$ cat config.mk
export PLATFORM = sky130hd
export DESIGN_NAME = prog_loader_flat
export DESIGN_NICKNAME = d
export VERILOG_FILES = /design/src/rtl/prog_loader_if.sv /design/src/rtl/prog_loader.sv /design/src/flat_wrapper.sv
export SDC_FILE = /design/constraint.sdc
export NUM_CORES = 1
export LEC_CHECK = 0
export CORE_ASPECT_RATIO = 0.6
export CORE_MARGIN = 2
export CORE_UTILIZATION = 60
export DETAILED_ROUTE_END_ITERATION = 8
export DONT_BUFFER_PORTS = 1
export GPL_ROUTABILITY_DRIVEN = 0
export PLACE_DENSITY = 0.74
export SLEW_MARGIN = 40
export SYNTH_ARGS = -nofsm -noshare
export SYNTH_HDL_FRONTEND = slang
export SYNTH_SLANG_ARGS = --single-unit
$ cat constraint.sdc
create_clock -name iCLK -period 2.85 [get_ports iCLK]
set_input_delay 0.285 -clock iCLK [delete_from_list [all_inputs] [get_ports iCLK]]
set_output_delay 0.285 -clock iCLK [all_outputs]
set_load 0.02 [all_outputs]
$ cat src/rtl/prog_loader_if.sv
// Byte-stream loader bus: byte input handshake, imem write port, status.
// master = stream source / supervisor, slave = loader.
interface prog_loader_if #(
  parameter int ADDR_W = 8,
  parameter int DATA_W = 16
);
  logic              iSTART;
  logic              iBYTE_VALID;
  logic [7:0]        iBYTE;
  logic              oBYTE_READY;
  logic              oMEM_WE;
  logic [ADDR_W-1:0] oMEM_ADDR;
  logic [DATA_W-1:0] oMEM_DATA;
  logic [ADDR_W:0]   oWORD_COUNT;
  logic              oCPU_HOLD;
  logic              oBUSY;
  logic              oDONE;
  logic              oERROR;

  modport master (
    output iSTART, iBYTE_VALID, iBYTE,
    input  oBYTE_READY, oMEM_WE, oMEM_ADDR,
    input  oMEM_DATA, oWORD_COUNT, oCPU_HOLD,
    input  oBUSY, oDONE, oERROR
  );

  modport slave (
    input  iSTART, iBYTE_VALID, iBYTE,
    output oBYTE_READY, oMEM_WE, oMEM_ADDR,
    output oMEM_DATA, oWORD_COUNT, oCPU_HOLD,
    output oBUSY, oDONE, oERROR
  );
endinterface

$ cat src/rtl/prog_loader.sv
// Framed byte-stream loader into instruction memory; holds CPU until done.
// Optional trailing XOR checksum: define PROG_LOADER_CSUM_EN.
module prog_loader #(
  parameter int ADDR_W = 8,
  parameter int DATA_W = 16
) (
  input logic         iCLK,
  input logic         iRST,
  prog_loader_if.slave bus
);

  localparam int CW = ADDR_W + 1;

`ifdef PROG_LOADER_CSUM_EN
  typedef enum logic [3:0] {
    S_IDLE, S_SYNC, S_LEN, S_HI, S_LO,
    S_WRITE, S_CSUM, S_DONE, S_ERR
  } state_t;
`else
  typedef enum logic [3:0] {
    S_IDLE, S_SYNC, S_LEN, S_HI, S_LO,
    S_WRITE, S_DONE, S_ERR
  } state_t;
`endif

  state_t            state;
  logic [7:0]        hi;
  logic [ADDR_W-1:0] addr;
  logic [CW-1:0]     count;
  logic [CW-1:0]     n;
  logic              mem_we;
  logic [ADDR_W-1:0] mem_addr;
  logic [DATA_W-1:0] mem_data;
  logic              ready;
  logic              xfer;
  logic [CW-1:0]     count_nx;
`ifdef PROG_LOADER_CSUM_EN
  logic [7:0]        csum;
`endif

  always_comb begin
    ready = 1'b0;
    unique case (state)
      S_SYNC, S_LEN,
      S_HI, S_LO:  ready = 1'b1;
`ifdef PROG_LOADER_CSUM_EN
      S_CSUM:      ready = 1'b1;
`endif
      default:     ready = 1'b0;
    endcase
  end

  assign xfer     = ready & bus.iBYTE_VALID;
  assign count_nx = count + 1'b1;

  always_ff @(posedge iCLK or negedge iRST) begin
    if (!iRST) begin
      state    <= S_IDLE;
      hi       <= '0;
      addr     <= '0;
      count    <= '0;
      n        <= '0;
      mem_we   <= 1'b0;
      mem_addr <= '0;
      mem_data <= '0;
`ifdef PROG_LOADER_CSUM_EN
      csum     <= '0;
`endif
    end else begin
      mem_we <= 1'b0;
      if (bus.iSTART) begin
        state <= S_SYNC;
      end else begin
        unique case (state)
          S_SYNC: begin
            if (xfer && bus.iBYTE == 8'hA5)
              state <= S_LEN;
          end
          S_LEN: begin
            if (xfer) begin
              // a length byte of 0 means a full 256-word image
              n     <= (bus.iBYTE == 8'h00) ?
                       CW'(256) : CW'(bus.iBYTE);
              addr  <= '0;
              count <= '0;
`ifdef PROG_LOADER_CSUM_EN
              csum  <= '0;
`endif
              state <= S_HI;
            end
          end
          S_HI: begin
            if (xfer) begin
              hi    <= bus.iBYTE;
`ifdef PROG_LOADER_CSUM_EN
              csum  <= csum ^ bus.iBYTE;
`endif
              state <= S_LO;
            end
          end
          S_LO: begin
            if (xfer) begin
              mem_we   <= 1'b1;
              mem_addr <= addr;
              mem_data <= {hi, bus.iBYTE};
`ifdef PROG_LOADER_CSUM_EN
              csum     <= csum ^ bus.iBYTE;
`endif
              state    <= S_WRITE;
            end
          end
          S_WRITE: begin
            addr  <= addr + 1'b1;
            count <= count_nx;
            if (count_nx == n)
`ifdef PROG_LOADER_CSUM_EN
              state <= S_CSUM;
`else
              state <= S_DONE;
`endif
            else
              state <= S_HI;
          end
`ifdef PROG_LOADER_CSUM_EN
          S_CSUM: begin
            if (xfer)
              state <= (bus.iBYTE == csum) ?
                       S_DONE : S_ERR;
          end
`endif
          default: ;
        endcase
      end
    end
  end

  assign bus.oBYTE_READY = ready;
  assign bus.oMEM_WE     = mem_we;
  assign bus.oMEM_ADDR   = mem_addr;
  assign bus.oMEM_DATA   = mem_data;
  assign bus.oWORD_COUNT = count;
  assign bus.oCPU_HOLD   = (state != S_DONE);
  assign bus.oDONE       = (state == S_DONE);
  assign bus.oBUSY       = !(state inside {S_IDLE, S_DONE, S_ERR});
`ifdef PROG_LOADER_CSUM_EN
  assign bus.oERROR      = (state == S_ERR);
`else
  assign bus.oERROR      = 1'b0;
`endif

endmodule
$ cat src/flat_wrapper.sv
// flat-port wrapper written by rule: the top's interface ports become plain ports
module prog_loader_flat 
#(
  parameter int ADDR_W = 8,
  parameter int DATA_W = 16
)
  (iCLK, iRST, bus_iSTART, bus_iBYTE_VALID, bus_iBYTE, bus_oBYTE_READY, bus_oMEM_WE, bus_oMEM_ADDR, bus_oMEM_DATA, bus_oWORD_COUNT, bus_oCPU_HOLD, bus_oBUSY, bus_oDONE, bus_oERROR);
  prog_loader_if #(.ADDR_W(ADDR_W), .DATA_W(DATA_W)) bus_i ();
  input logic iCLK;
  input logic iRST;
  input wire logic [$bits(bus_i.iSTART)-1:0] bus_iSTART;
  input wire logic [$bits(bus_i.iBYTE_VALID)-1:0] bus_iBYTE_VALID;
  input wire logic [$bits(bus_i.iBYTE)-1:0] bus_iBYTE;
  output wire logic [$bits(bus_i.oBYTE_READY)-1:0] bus_oBYTE_READY;
  output wire logic [$bits(bus_i.oMEM_WE)-1:0] bus_oMEM_WE;
  output wire logic [$bits(bus_i.oMEM_ADDR)-1:0] bus_oMEM_ADDR;
  output wire logic [$bits(bus_i.oMEM_DATA)-1:0] bus_oMEM_DATA;
  output wire logic [$bits(bus_i.oWORD_COUNT)-1:0] bus_oWORD_COUNT;
  output wire logic [$bits(bus_i.oCPU_HOLD)-1:0] bus_oCPU_HOLD;
  output wire logic [$bits(bus_i.oBUSY)-1:0] bus_oBUSY;
  output wire logic [$bits(bus_i.oDONE)-1:0] bus_oDONE;
  output wire logic [$bits(bus_i.oERROR)-1:0] bus_oERROR;
  assign bus_i.iSTART = bus_iSTART;
  assign bus_i.iBYTE_VALID = bus_iBYTE_VALID;
  assign bus_i.iBYTE = bus_iBYTE;
  assign bus_oBYTE_READY = bus_i.oBYTE_READY;
  assign bus_oMEM_WE = bus_i.oMEM_WE;
  assign bus_oMEM_ADDR = bus_i.oMEM_ADDR;
  assign bus_oMEM_DATA = bus_i.oMEM_DATA;
  assign bus_oWORD_COUNT = bus_i.oWORD_COUNT;
  assign bus_oCPU_HOLD = bus_i.oCPU_HOLD;
  assign bus_oBUSY = bus_i.oBUSY;
  assign bus_oDONE = bus_i.oDONE;
  assign bus_oERROR = bus_i.oERROR;
  prog_loader #(.ADDR_W(ADDR_W), .DATA_W(DATA_W)) u_core (.iCLK(iCLK), .iRST(iRST), .bus(bus_i));
endmodule
==> run metrics <==
wire length of the first global-routing pass about 10000 µm; post-layout util 0.698; Mapped Cells slightly below 300; largest net degree at the start of global routing 63; CTS tree done; CTS Buf Count 9; Post-Route WL 6040 µm; full die area between 0.005 and 0.006 mm²; initial DRC count 128; worst relative slew slack 0.486; Synthesis Warnings 0; crit end category register; Synth Flop Type dfrtp_1; Net Sw Power between 0.0005 and 0.0006 W; maximum buffer depth of the clock tree 2; total track usage 0.247; FF-to-FF End u_core.state[0]; most common cell after layout, fill and taps aside nand2_1; Combinational Power Share 0.110; synthesized area 0.00297 mm²; Data arrival, critical path approximately 2.7 ns; part of the power in the clock network 0.380; Critical Path Start Type register; # H-tree levels 3; fmax approximately 410 MHz; Reg2Reg Depth 7; PwrDens between 600 and 700 mW/mm²; Layout area overhead 9.57%; LEAKAGE between 1.5 and 2 nW; Min Clock Period, post-route around 2.4 ns; Root Driver clkbuf_8; status finished, final reports clean; Max Cap Viol 0; vias in the first global route about 2000; chip width between 90 and 100 µm; RSZ-0062 raised after global routing false; initial antenna violation count 0; core region area 0.00466 mm²; most frequent cells in the layout 73 x nand2_1, 62 x dfrtp_1, 22 x mux2_2; required time of the critical path a little over 3 ns; end point of the critical path u_core.state[0]; beginning of the critical path u_core.bus.oWORD_COUNT[0]; drt first pass iters 4; HPWL Detailed around 4200 µm; Std-Cell Rows 19; worst r2r src u_core.bus.oWORD_COUNT[0]; worst vdd ir between 0.4 and 0.5 mV; Initial Util 0.637; Avg Vias per Cell between 5 and 6; Pins Over Slew Limit 0; Avg Cell Area, Syn ~10 µm²; PnR worst setup slack between 0.4 and 0.5 ns; Crit Path Max Fanout 7; Die Ht around 58 µm; IO Count 51; internal power 0.00150 W; #FFs+latches synth 62; # setup viols final 0; DRC 0; Netlist cell types 48; IO buf count 0; Routed Antenna Nets 0; sequential area share after synthesis 0.523; switch share 0.280; Clk pin slew, worst setup/hold paths about 0.07 ns; final period utilization 0.859; sequential share of power 0.510; Post-Route Skew around 0.0063 ns; hold_ws between 0.04 and 0.05 ns; wire per inst 16.4 µm; Hold Vio Cnt, Final 0; share of cells above drive strength 1 0.157; Nets roughly 320; CTS Sinks between 60 and 70; grt ovf 0; Slew @ Worst Pin 0.771 ns; reg-to-reg setup timing slack roughly 0.40 ns; Mapped Nets ~310; Worst Hold Class input pin to register; Setup CP Type register to register; latest clock arrival within the worst-skew pair ~0.34 ns; asr flop ratio synth 1.00; setup TNS 0 ns; EDFF count, synth 0; Post-Place Setup Slack between 0.4 and 0.5 ns; # diodes 0; vias 2117
-- sequential cells by signal, summed over array words and instances (netlist names) --
name                    count
u_core.addr                 8
u_core.bus.oMEM_ADDR        8
u_core.bus.oMEM_DATA       16
u_core.bus.oMEM_WE          1
u_core.bus.oWORD_COUNT      9
u_core.hi                   8
u_core.n                    9
u_core.state                3
-- timing repair --
item                       in CTS  in global routing
setup endpoints to repair       0                  0
hold endpoints to repair       63                  0
setup buffers                   0                  0
hold buffers                    3                  0
resized for setup               0                  0
-- synth_stat cells, drive strengths merged, types with 3 or more instances --
cell type / count / area [µm²]
nand4b: 3 / 26.3
o31ai: 3 / 22.5
buf: 4 / 33.8
nor2: 18 / 67.6
and3: 5 / 32.5
a21oi: 3 / 15.0
o21ai: 19 / 95.1
inv: 6 / 22.5
clkbuf: 10 / 37.5
nand4: 3 / 18.8
ha: 3 / 37.5
dfrtp: 62 / 1550
nor4: 4 / 25.0
nand2: 73 / 274
xnor2: 7 / 61.3
and2: 4 / 28.8
nor3: 4 / 20.0
nand3: 8 / 45.0
mux2: 22 / 248
xor2: 10 / 87.6
-- power by group through the flow --
| stage | registers [W] | clock network (W) | logic [W] |
|---|---|---|---|
| 2_1_floorplan | 0.00105 | 0 | 0.000198 |
| 3_3_place_gp | 0.00108 | 0 | 0.000196 |
| 3_5_place_dp | 0.00108 | 0 | 0.000205 |
| 4_1_cts | 0.00106 | 0.000809 | 0.000231 |
| 5_1_grt | 0.00108 | 0.000854 | 0.000258 |
| 6_report | 0.00106 | 0.000794 | 0.000230 |
-- routing by layer --
layer | GRT usage | routed length, µm | vias to the layer above
met5 | 0 | 0 | -
met4 | 0.0497 | 0 | 0
met3 | 0.0986 | 409 | 0
met2 | 0.334 | 2620 | 69
met1 | 0.378 | 3020 | 1025
li1 | - | - | 1023
-- cell families after synthesis --
group | synth area share
other | 0.00126
flip-flops | 0.523
adder cells (fa/ha/maj) | 0.0126
AND/OR/NAND/NOR | 0.215
AO/OA/AOI/OAI | 0.0835
XOR/XNOR | 0.0502
buffers and inverters | 0.0316
multiplexers | 0.0835
-- worst min path at each step --
| stage | cells past startpoint | end | start | slack, ns |
|---|---|---|---|---|
| floorplan | 0 | u_core.addr[0] | iRST | -0.01 |
| global placement | 0 | u_core.bus.oWORD_COUNT[3] | iRST | -0.01 |
| detailed placement | 0 | u_core.bus.oWORD_COUNT[3] | iRST | -0.01 |
| CTS | 2 | u_core.n[5] | bus_iBYTE[5] | 0.04 |
| global route | 2 | u_core.n[7] | bus_iBYTE[7] | 0.05 |
| finish | 2 | u_core.n[5] | bus_iBYTE[5] | 0.05 |
-- worst max-delay path, cell delays in order, from the launching register on --
cell      delay, ns
dfrtp_1        0.58
ha_1           0.35
nand2_1        0.15
o21ai_0        0.18
o21ai_0        0.10
nor4_1         0.47
nand4b_1       0.15
a311o_1        0.36
-- area by class of cell --
type	instances	area (µm²)
Clock buffer	10	138
Timing Repair Buffer	5	62.6
Fill cell	352	1410
Clock inverter	6	70.1
Multi-Input combinational cell	216	1330
Sequential cell	62	1550
Inverter	6	22.5
Tap cell	63	78.8
-- stage by stage --
step | instance area (µm²) | power (W) | instances
after floorplan | 2970 | 0.00124 | 298
after global placement | 3000 | 0.00127 | 349
after detailed placement | 3000 | 0.00128 | 349
after CTS | 3250 | 0.00210 | 368
after global routing | 3250 | 0.00219 | 368
final | 3250 | 0.00209 | 368
Note: power is estimated with default switching activity, not from simulation.
